===== config.mk =====
export PLATFORM = sky130hd
export DESIGN_NAME = mem_responder
export DESIGN_NICKNAME = d
export VERILOG_FILES = /design/src/rtl/mem_pkg.sv /design/src/rtl/mem_loader.sv /design/src/rtl/mem_responder.sv
export SDC_FILE = /design/constraint.sdc
export NUM_CORES = 2
export LEC_CHECK = 0
export BUFFER_PORTS_ARGS = -buffer_cell sky130_fd_sc_hd__buf_2
export CAP_MARGIN = 25
export CORE_ASPECT_RATIO = 2
export CORE_MARGIN = 1
export CORE_UTILIZATION = 25
export CTS_CLUSTER_SIZE = 30
export DETAILED_ROUTE_END_ITERATION = 12
export GPL_ROUTABILITY_DRIVEN = 0
export SKIP_LAST_GASP = 1
export SYNTH_ARGS = -nofsm -noshare
export SYNTH_HDL_FRONTEND = slang
export SYNTH_SLANG_ARGS = --single-unit

===== constraint.sdc =====
create_clock -name clk -period 12.2 [get_ports clk]
set_input_delay 0 -clock clk [delete_from_list [all_inputs] [get_ports clk]]
set_output_delay 0 -clock clk [all_outputs]
set_load 0.005 [all_outputs]

===== src/rtl/mem_pkg.sv =====
// mem_pkg: shared types and constants for the memory responder and its boot loader.
// Loader state encoding, memory-mapped port addresses and the stored word width.
package mem_pkg;
   typedef enum logic [1:0] {LOAD_HI, LOAD_LO, RUN} ld_state_t;
   localparam logic [7:0] ADDR_OUT    = 8'hFF;
   localparam logic [7:0] ADDR_STATUS = 8'hFE;
   localparam int         WORD_W      = 15;
endpackage


===== src/rtl/mem_loader.sv =====
// mem_loader: byte-stream boot loader that packs byte pairs into words and holds the processor in reset.
// Ports: clk, reset_n (async, active-low); ld_valid/ld_byte/ld_done in, ld_ready out (byte stream);
//        cpu_hold out (processor reset); we/addr/data out (write port into the word array).
module mem_loader
   import mem_pkg::*;
#(
   parameter int ADDR_W     = 8,
   parameter int LOAD_WORDS = 256
) (
   input  logic              clk,
   input  logic              reset_n,
   input  logic              ld_valid,
   input  logic [7:0]        ld_byte,
   input  logic              ld_done,
   output logic              ld_ready,
   output logic              cpu_hold,
   output logic              we,
   output logic [ADDR_W-1:0] addr,
   output logic [WORD_W-1:0] data
);
   ld_state_t         state, state_nx;
   logic [6:0]        hi_reg;
   logic [ADDR_W-1:0] ld_addr;
   logic              last;
   assign last = ld_addr == ADDR_W'(LOAD_WORDS - 1);
   always_comb begin
      state_nx = state;
      ld_ready = 1'b0;
      case (state)
         LOAD_HI: begin
            ld_ready = ~ld_done;
            state_nx = ld_done ? RUN : ld_valid ? LOAD_LO : LOAD_HI;
         end
         LOAD_LO: begin
            ld_ready = 1'b1;
            state_nx = ~ld_valid ? LOAD_LO : last ? RUN : LOAD_HI;
         end
         default: state_nx = RUN;
      endcase
   end
   // cpu_hold tracks the next state so it drops on the very edge that enters RUN
   always_ff @(posedge clk or negedge reset_n)
      if (!reset_n) begin
         state    <= LOAD_HI;
         hi_reg   <= '0;
         ld_addr  <= '0;
         cpu_hold <= 1'b1;
      end else begin
         state    <= state_nx;
         cpu_hold <= state_nx != RUN;
         if (state == LOAD_HI && ld_valid && !ld_done) hi_reg <= ld_byte[6:0];
         if (state == LOAD_LO && ld_valid && !last) ld_addr <= ld_addr + ADDR_W'(1);
      end
   assign we   = state == LOAD_LO && ld_valid;
   assign addr = ld_addr;
   assign data = {hi_reg, ld_byte};
endmodule


===== src/rtl/mem_responder.sv =====
// mem_responder: word store, boot loader and memory-mapped output port behind the processor bus.
// Ports: clk, reset_n (async, active-low); Adr/MemWrite/WriteData in, ReadData out (processor bus);
//        cpu_hold out; ld_valid/ld_byte/ld_done in, ld_ready out (loader); out_data/out_valid out, out_ready in.
module mem_responder
   import mem_pkg::*;
#(
   parameter int DEPTH      = 256,
   parameter int ADDR_W     = 8,
   parameter int LOAD_WORDS = 256
) (
   input  logic              clk,
   input  logic              reset_n,
   input  logic [ADDR_W-1:0] Adr,
   input  logic              MemWrite,
   input  logic [7:0]        WriteData,
   output logic [WORD_W-1:0] ReadData,
   output logic              cpu_hold,
   input  logic              ld_valid,
   input  logic [7:0]        ld_byte,
   input  logic              ld_done,
   output logic              ld_ready,
   output logic [7:0]        out_data,
   output logic              out_valid,
   input  logic              out_ready
);
   logic [WORD_W-1:0] mem [DEPTH];
   logic              ld_we;
   logic [ADDR_W-1:0] ld_waddr;
   logic [WORD_W-1:0] ld_wdata;
   logic              overflow, cpu_wr, is_out, is_status, out_acc;
   mem_loader #(.ADDR_W(ADDR_W), .LOAD_WORDS(LOAD_WORDS)) u_loader (
      .clk      (clk),
      .reset_n  (reset_n),
      .ld_valid (ld_valid),
      .ld_byte  (ld_byte),
      .ld_done  (ld_done),
      .ld_ready (ld_ready),
      .cpu_hold (cpu_hold),
      .we       (ld_we),
      .addr     (ld_waddr),
      .data     (ld_wdata)
   );
   assign cpu_wr    = MemWrite & ~cpu_hold;
   assign is_out    = Adr == ADDR_W'(ADDR_OUT);
   assign is_status = Adr == ADDR_W'(ADDR_STATUS);
   // a write is accepted when the port is empty or being drained this same cycle
   assign out_acc   = cpu_wr & is_out & (~out_valid | out_ready);
   // loader and processor writes never overlap: the loader only writes while cpu_hold is high
   always_ff @(posedge clk)
      if (ld_we) mem[ld_waddr] <= ld_wdata;
      else if (cpu_wr && Adr < ADDR_W'(ADDR_STATUS)) mem[Adr] <= {{(WORD_W-8){1'b0}}, WriteData};
   always_ff @(posedge clk or negedge reset_n)
      if (!reset_n) begin
         out_valid <= 1'b0;
         out_data  <= '0;
         overflow  <= 1'b0;
      end else begin
         if (out_acc) begin
            out_valid <= 1'b1;
            out_data  <= WriteData;
         end else if (out_valid && out_ready) out_valid <= 1'b0;
         if (cpu_wr && is_out && !out_acc) overflow <= 1'b1;
         else if (cpu_wr && is_status) overflow <= 1'b0;
      end
   assign ReadData = is_out    ? {{(WORD_W-8){1'b0}}, out_data} :
                     is_status ? {{(WORD_W-2){1'b0}}, overflow, out_valid} :
                                 mem[Adr];
endmodule

# Yosys cells after proc, flatten, opt, wreduce, memory -nomap -nowiden
# Memory sizes are Yosys's and may differ from the RTL's.
# Cells that the tools add are included.
# classes
addsub,1
mul,0
n_div,0
order_cmp,1
eq_ne,5
shift,0
n_mux,20
n_bitwise,7
n_reduce_logical,16
# ops
op,n
2-to-1 mux 15 bit,3
"equality test 8 bit, second input constant",3
OR reduction 15 bit,1
2-to-1 mux 1 bit,11
logical AND 1 bit,9
"adder 8 x 1 -> 8 bit, second input constant",1
"< comparator 8 bit, second input constant",1
2-to-1 mux 8 bit,1
2-to-1 mux 2 bit,3
case mux 2 bit (2 select lines),1
nonzero test 2 bit,2
bitwise AND 1 bit,3
zero test 1 bit,3
NOT 1 bit,3
"equality test 2 x 1 -> 1 bit, second input constant",1
zero test 2 bit,1
"inequality test 2 bit, second input constant",1
case mux 1 bit (2 select lines),1
OR 1 bit,1
# word_totals
ff_bits,28
latchBits,0
ramBits,3840
romBits,0
inputBits,30
out_inout_bits,26
elab_cells,58
n_memories,1
# mem_list
name,words,width,read_ports,rd_ports_with_merged_regs,write_ports,line_no,rtl
mem,256,15,1,0,1,mem_responder.sv:26,logic [WORD_W-1:0] mem [DEPTH];

# Depth between registers and ports, before layout
# logic_depth
ltp_word,8
ltp_mapped,14
depth_no_buf,7

# Cells and area by module
# A second synthesis with hierarchy kept.
# unflattened
cells_unflattened,6841
area_unflattened_um2,149829.9
# modules_own_cells
mod,n_inst,cells_each,area_per_inst_um2,seq_area_each_um2
mem_responder,1,6767,148942.8,115560.8
mem_loader,1,74,887.1,451.7

# Least setup slack after synthesis
# No wires, ideal clock.
# synth_timing
path_type,register to register
startpoint,register u_loader.state[1]
endpoint,"memory mem[0][12], data pin"
setup_time_ps,870
t_arrival_ps,4774
required_time_ps,11330
setup_slack_ps,6556
stages_incl_launch_ff,7
n_path_buf,3
period_less_slack_ps,5644
path_cell_list,dfrtp_1 -> nand3b_1 -> o311ai_2 -> buf_2 -> buf_2 -> clkbuf_1 -> and2_1
# synth_via
elab_chain_len,6
# synth_lines
item,line_no,rtl
from (decl),mem_loader.sv:21,"ld_state_t state, state_nx;"
from (signal assigned),mem_loader.sv:49,state <= state_nx;
equality test 2 x 1 -> 1 bit,mem_loader.sv:54,assign we = state == LOAD_LO && ld_valid;
logical AND 1 bit,mem_loader.sv:54,
2-to-1 mux 1 bit,mem_responder.sv:50,if (ld_we) mem[ld_waddr] <= ld_wdata;
2-to-1 mux 1 bit (implied by the code),mem_responder.sv:51,"else if (cpu_wr && Adr < ADDR_W'(ADDR_STATUS)) mem[Adr] <= {{(WORD_W-8){1'b0}}, WriteData};"
OR reduction 15 bit (no source line),-,
2-to-1 mux 15 bit (no source line),-,
to (decl),mem_responder.sv:26,
# Every way passes these cells.

# Final worst setup path
# layout_timing
startpoint,input Adr[0]
endpoint,output ReadData[7]
# layout_via
elab_chain_len,3
elab_cells_between_ends,5
classes_between,eq/ne: 2; mux: 2; memory: 1
# layout_lines
item,line_no,rtl
from (decl),mem_responder.sv:13,"input logic [ADDR_W-1:0] Adr,"
memory read (256 x 15 bit) / equality test 8 bit (equally long branches),-,
2-to-1 mux 15 bit,mem_responder.sv:66,"is_status ? {{(WORD_W-2){1'b0}}, overflow, out_valid} :"
2-to-1 mux 15 bit (*),mem_responder.sv:65,"assign ReadData = is_out ? {{(WORD_W-8){1'b0}}, out_data} :"
to (decl),mem_responder.sv:16,"output logic [WORD_W-1:0] ReadData,"
# Every way passes the cells marked *; elsewhere a longest branch is shown, timed or not.

==> flow_metrics.tcl <==
set metrics [dict create \
    largest_reg_flops 3840 \
    ys_async_sr_fraction 0.00724 \
    drv_slew 0 \
    cts_max_level 5 \
    hold_viol 0 \
    syn_nets 6868 \
    vias_per_cell 4.82 \
    final_cell_mix "3840 x edfxtp_1, 943 x mux4_2, 425 x buf_4" \
    postCtsResizedCells 0 \
    power_density_nw_per_um2 154 \
    post-route-util 0.288 \
    worst_hold_slack_ns 0.0680 \
    worstPathMaxFanout 72 \
    start_kind "input pin" \
    root_buffer "clkbuf_16" \
    largest_register "mem" \
    rsz0062_at_grt "no" \
    port_buffers 55 \
    fin_skew_ns 0.0463 \
    nFillCells 57724 \
    fmax_ghz 0.181 \
    ir_worst_vdd_v 0.000130 \
    post-dp-hpwl_mm 288 \
    dr.pass1.iters 6 \
    min_path_type "in2reg" \
    yosys.area.top_type "edfxtp_1" \
    drc 0 \
    cts.clk_slew.worst_paths_ns 0.07 \
    netlist.area_leader.share 0.767 \
    die_x_um 550 \
    critPathKind "in2out" \
    crit_arrival_ns 5.54 \
    drt-initial-drc-count 8092 \
    synth_cell_type_count 83 \
    pre_cts_ws_ns 6.70 \
    synth_cells 6837 \
    ys.flop_type "edfxtp_1" \
    cts_tree "built" \
    finalSetupViolations 0 \
    grt_pass1_wl_mm 621 \
    post_cts_buffers 0 \
    wl_per_cell_um 29.2 \
    fin_crit_sh 0.454 \
    grt_max_degree 111 \
    initial_utilization 0.251 \
    wl_mm 451 \
    fin_ws_ns 6.66 \
    maxCapViolations 0 \
    finish.net_count 7327 \
    gr-usage-all-layers 0.146 \
    crit_path_end_kind "output port" \
    via_count 74273 \
    area_delta_synth_final_pct 14.5 \
    synth_warnings 0 \
    antenna_found_initial 26 \
    ant_nets 0 \
    fin_setup_tns_ns 0 \
    cts_buffer_depth 4 \
    rows 402 \
    tightest_slew_ns 1.33 \
    synth-seq-cells 3868 \
    ys_seq_area_frac 0.771 \
    die-area_um2 605000 \
    grt.overflow.total 0 \
    avgSynthCellArea_um2 22.0 \
    core_um2 599000 \
    slew_headroom 0.110 \
    drive_gt1_frac 0.268 \
    outcome "complete, no violations" \
    clk_latency_ns 0.95 \
    cts_sinks 3868 \
    die_h_mm 1.10 \
    cp.required_ns 12.20 \
    grt_pass1_vias 76649 \
    numCtsBuffers 289 \
    p_leak_nw 52.8 \
    synthTopCellsByArea "edfxtp_1 77%, mux4_2 14%, mux2i_1 1.6%" \
    min_period_ns 5.54 \
    synth_edf_count 3840 \
    io_pins 56 \
    layout_commonest_cell "edfxtp_1" \
    syn-cell-area_um2 150000 \
]
## repair_timing
action,4_1_cts,5_1_grt
setup endpoints to repair,0,0
hold buffers,58,0
hold endpoints to repair,215,0
## layer usage
layer / GRT usage / up-vias / part of all wire
li1: - / 29545 / -
met1: 0.147 / 40229 / 0.32
met2: 0.267 / 3421 / 0.53
met3: 0.0193 / 1060 / 0.059
met4: 0.121 / 18 / 0.096
met5: 0 / - / 0.00027
## cell type report
cell class	count	area, um^2	share of cell area
multi-input combinational	2557	31900	0.185
timing repair buffer	570	4760	0.0276
clock inverter	188	2070	0.0120
tap	7878	9860	0.0572
inverter	10	47.5	0.000276
sequential	3868	116000	0.673
clock buffer	324	7530	0.0437
antenna	22	55.1	0.000320
## power breakdown
group / internal (mW) / switching [mW] / total, mW
registers: 14.8 / 0.00863 / 14.8
logic: 0.503 / 1.21 / 1.71
clock network: 5.31 / 4.72 / 10.0
## final timing paths
path	end	start	slack, ns	cells after the start
min in group asynchronous	u_loader.cpu_hold	reset_n	0.19	3
hold / removal	mem[115][7]	ld_byte[7]	0.07	3
setup reg to reg	mem[209][7]	u_loader.cpu_hold	7.30	7
max in group asynchronous	u_loader.addr[0]	reset_n	11.78	4
hold reg to reg	u_loader.hi_reg[2]	u_loader.hi_reg[2]	0.56	1
setup / recovery	ReadData[7]	Adr[0]	6.66	10
## through the flow
stage                     cells  instance area [um^2]  power (mW)
after global routing      15405                172000        27.1
after global placement    14788                161000        16.7
after CTS                 15390                172000        26.6
final                     15417                172000        26.5
after floorplan            6837                150000        16.1
after detailed placement  14820                162000        16.7
## critical path, cell delays in order
cell      delay, ns
buf_12         0.37
buf_4          0.78
buf_4          0.82
mux4_2         0.66
mux4_2         0.54
a221oi_1       0.99
a21oi_1        0.33
o211ai_1       0.25
o21ai_1        0.29
buf_2          0.22
## synth_stat cells (all sizes together) (44+ instances only)
| cell | instances |
|---|---|
| a22oi | 51 |
| a221oi | 52 |
| mux4 | 961 |
| o21ai | 72 |
| edfxtp | 3840 |
| nand2 | 283 |
| clkbuf | 152 |
| mux2i | 236 |
| a21oi | 99 |
| buf | 250 |
| nor2 | 325 |
| mux2 | 44 |
| nand3 | 86 |
## cell families after synthesis
family,count (synthesis),synth area share
DFF,3868,0.771
muxes,1241,0.163
adders and majority gates,1,0.0000832
AOI/OAI and AO/OA,490,0.0230
xor gates and xnor gates,7,0.000408
buffers and inverters,412,0.0187
and+or+nand+nor,818,0.0232
Power figures use the tool's default switching activity.
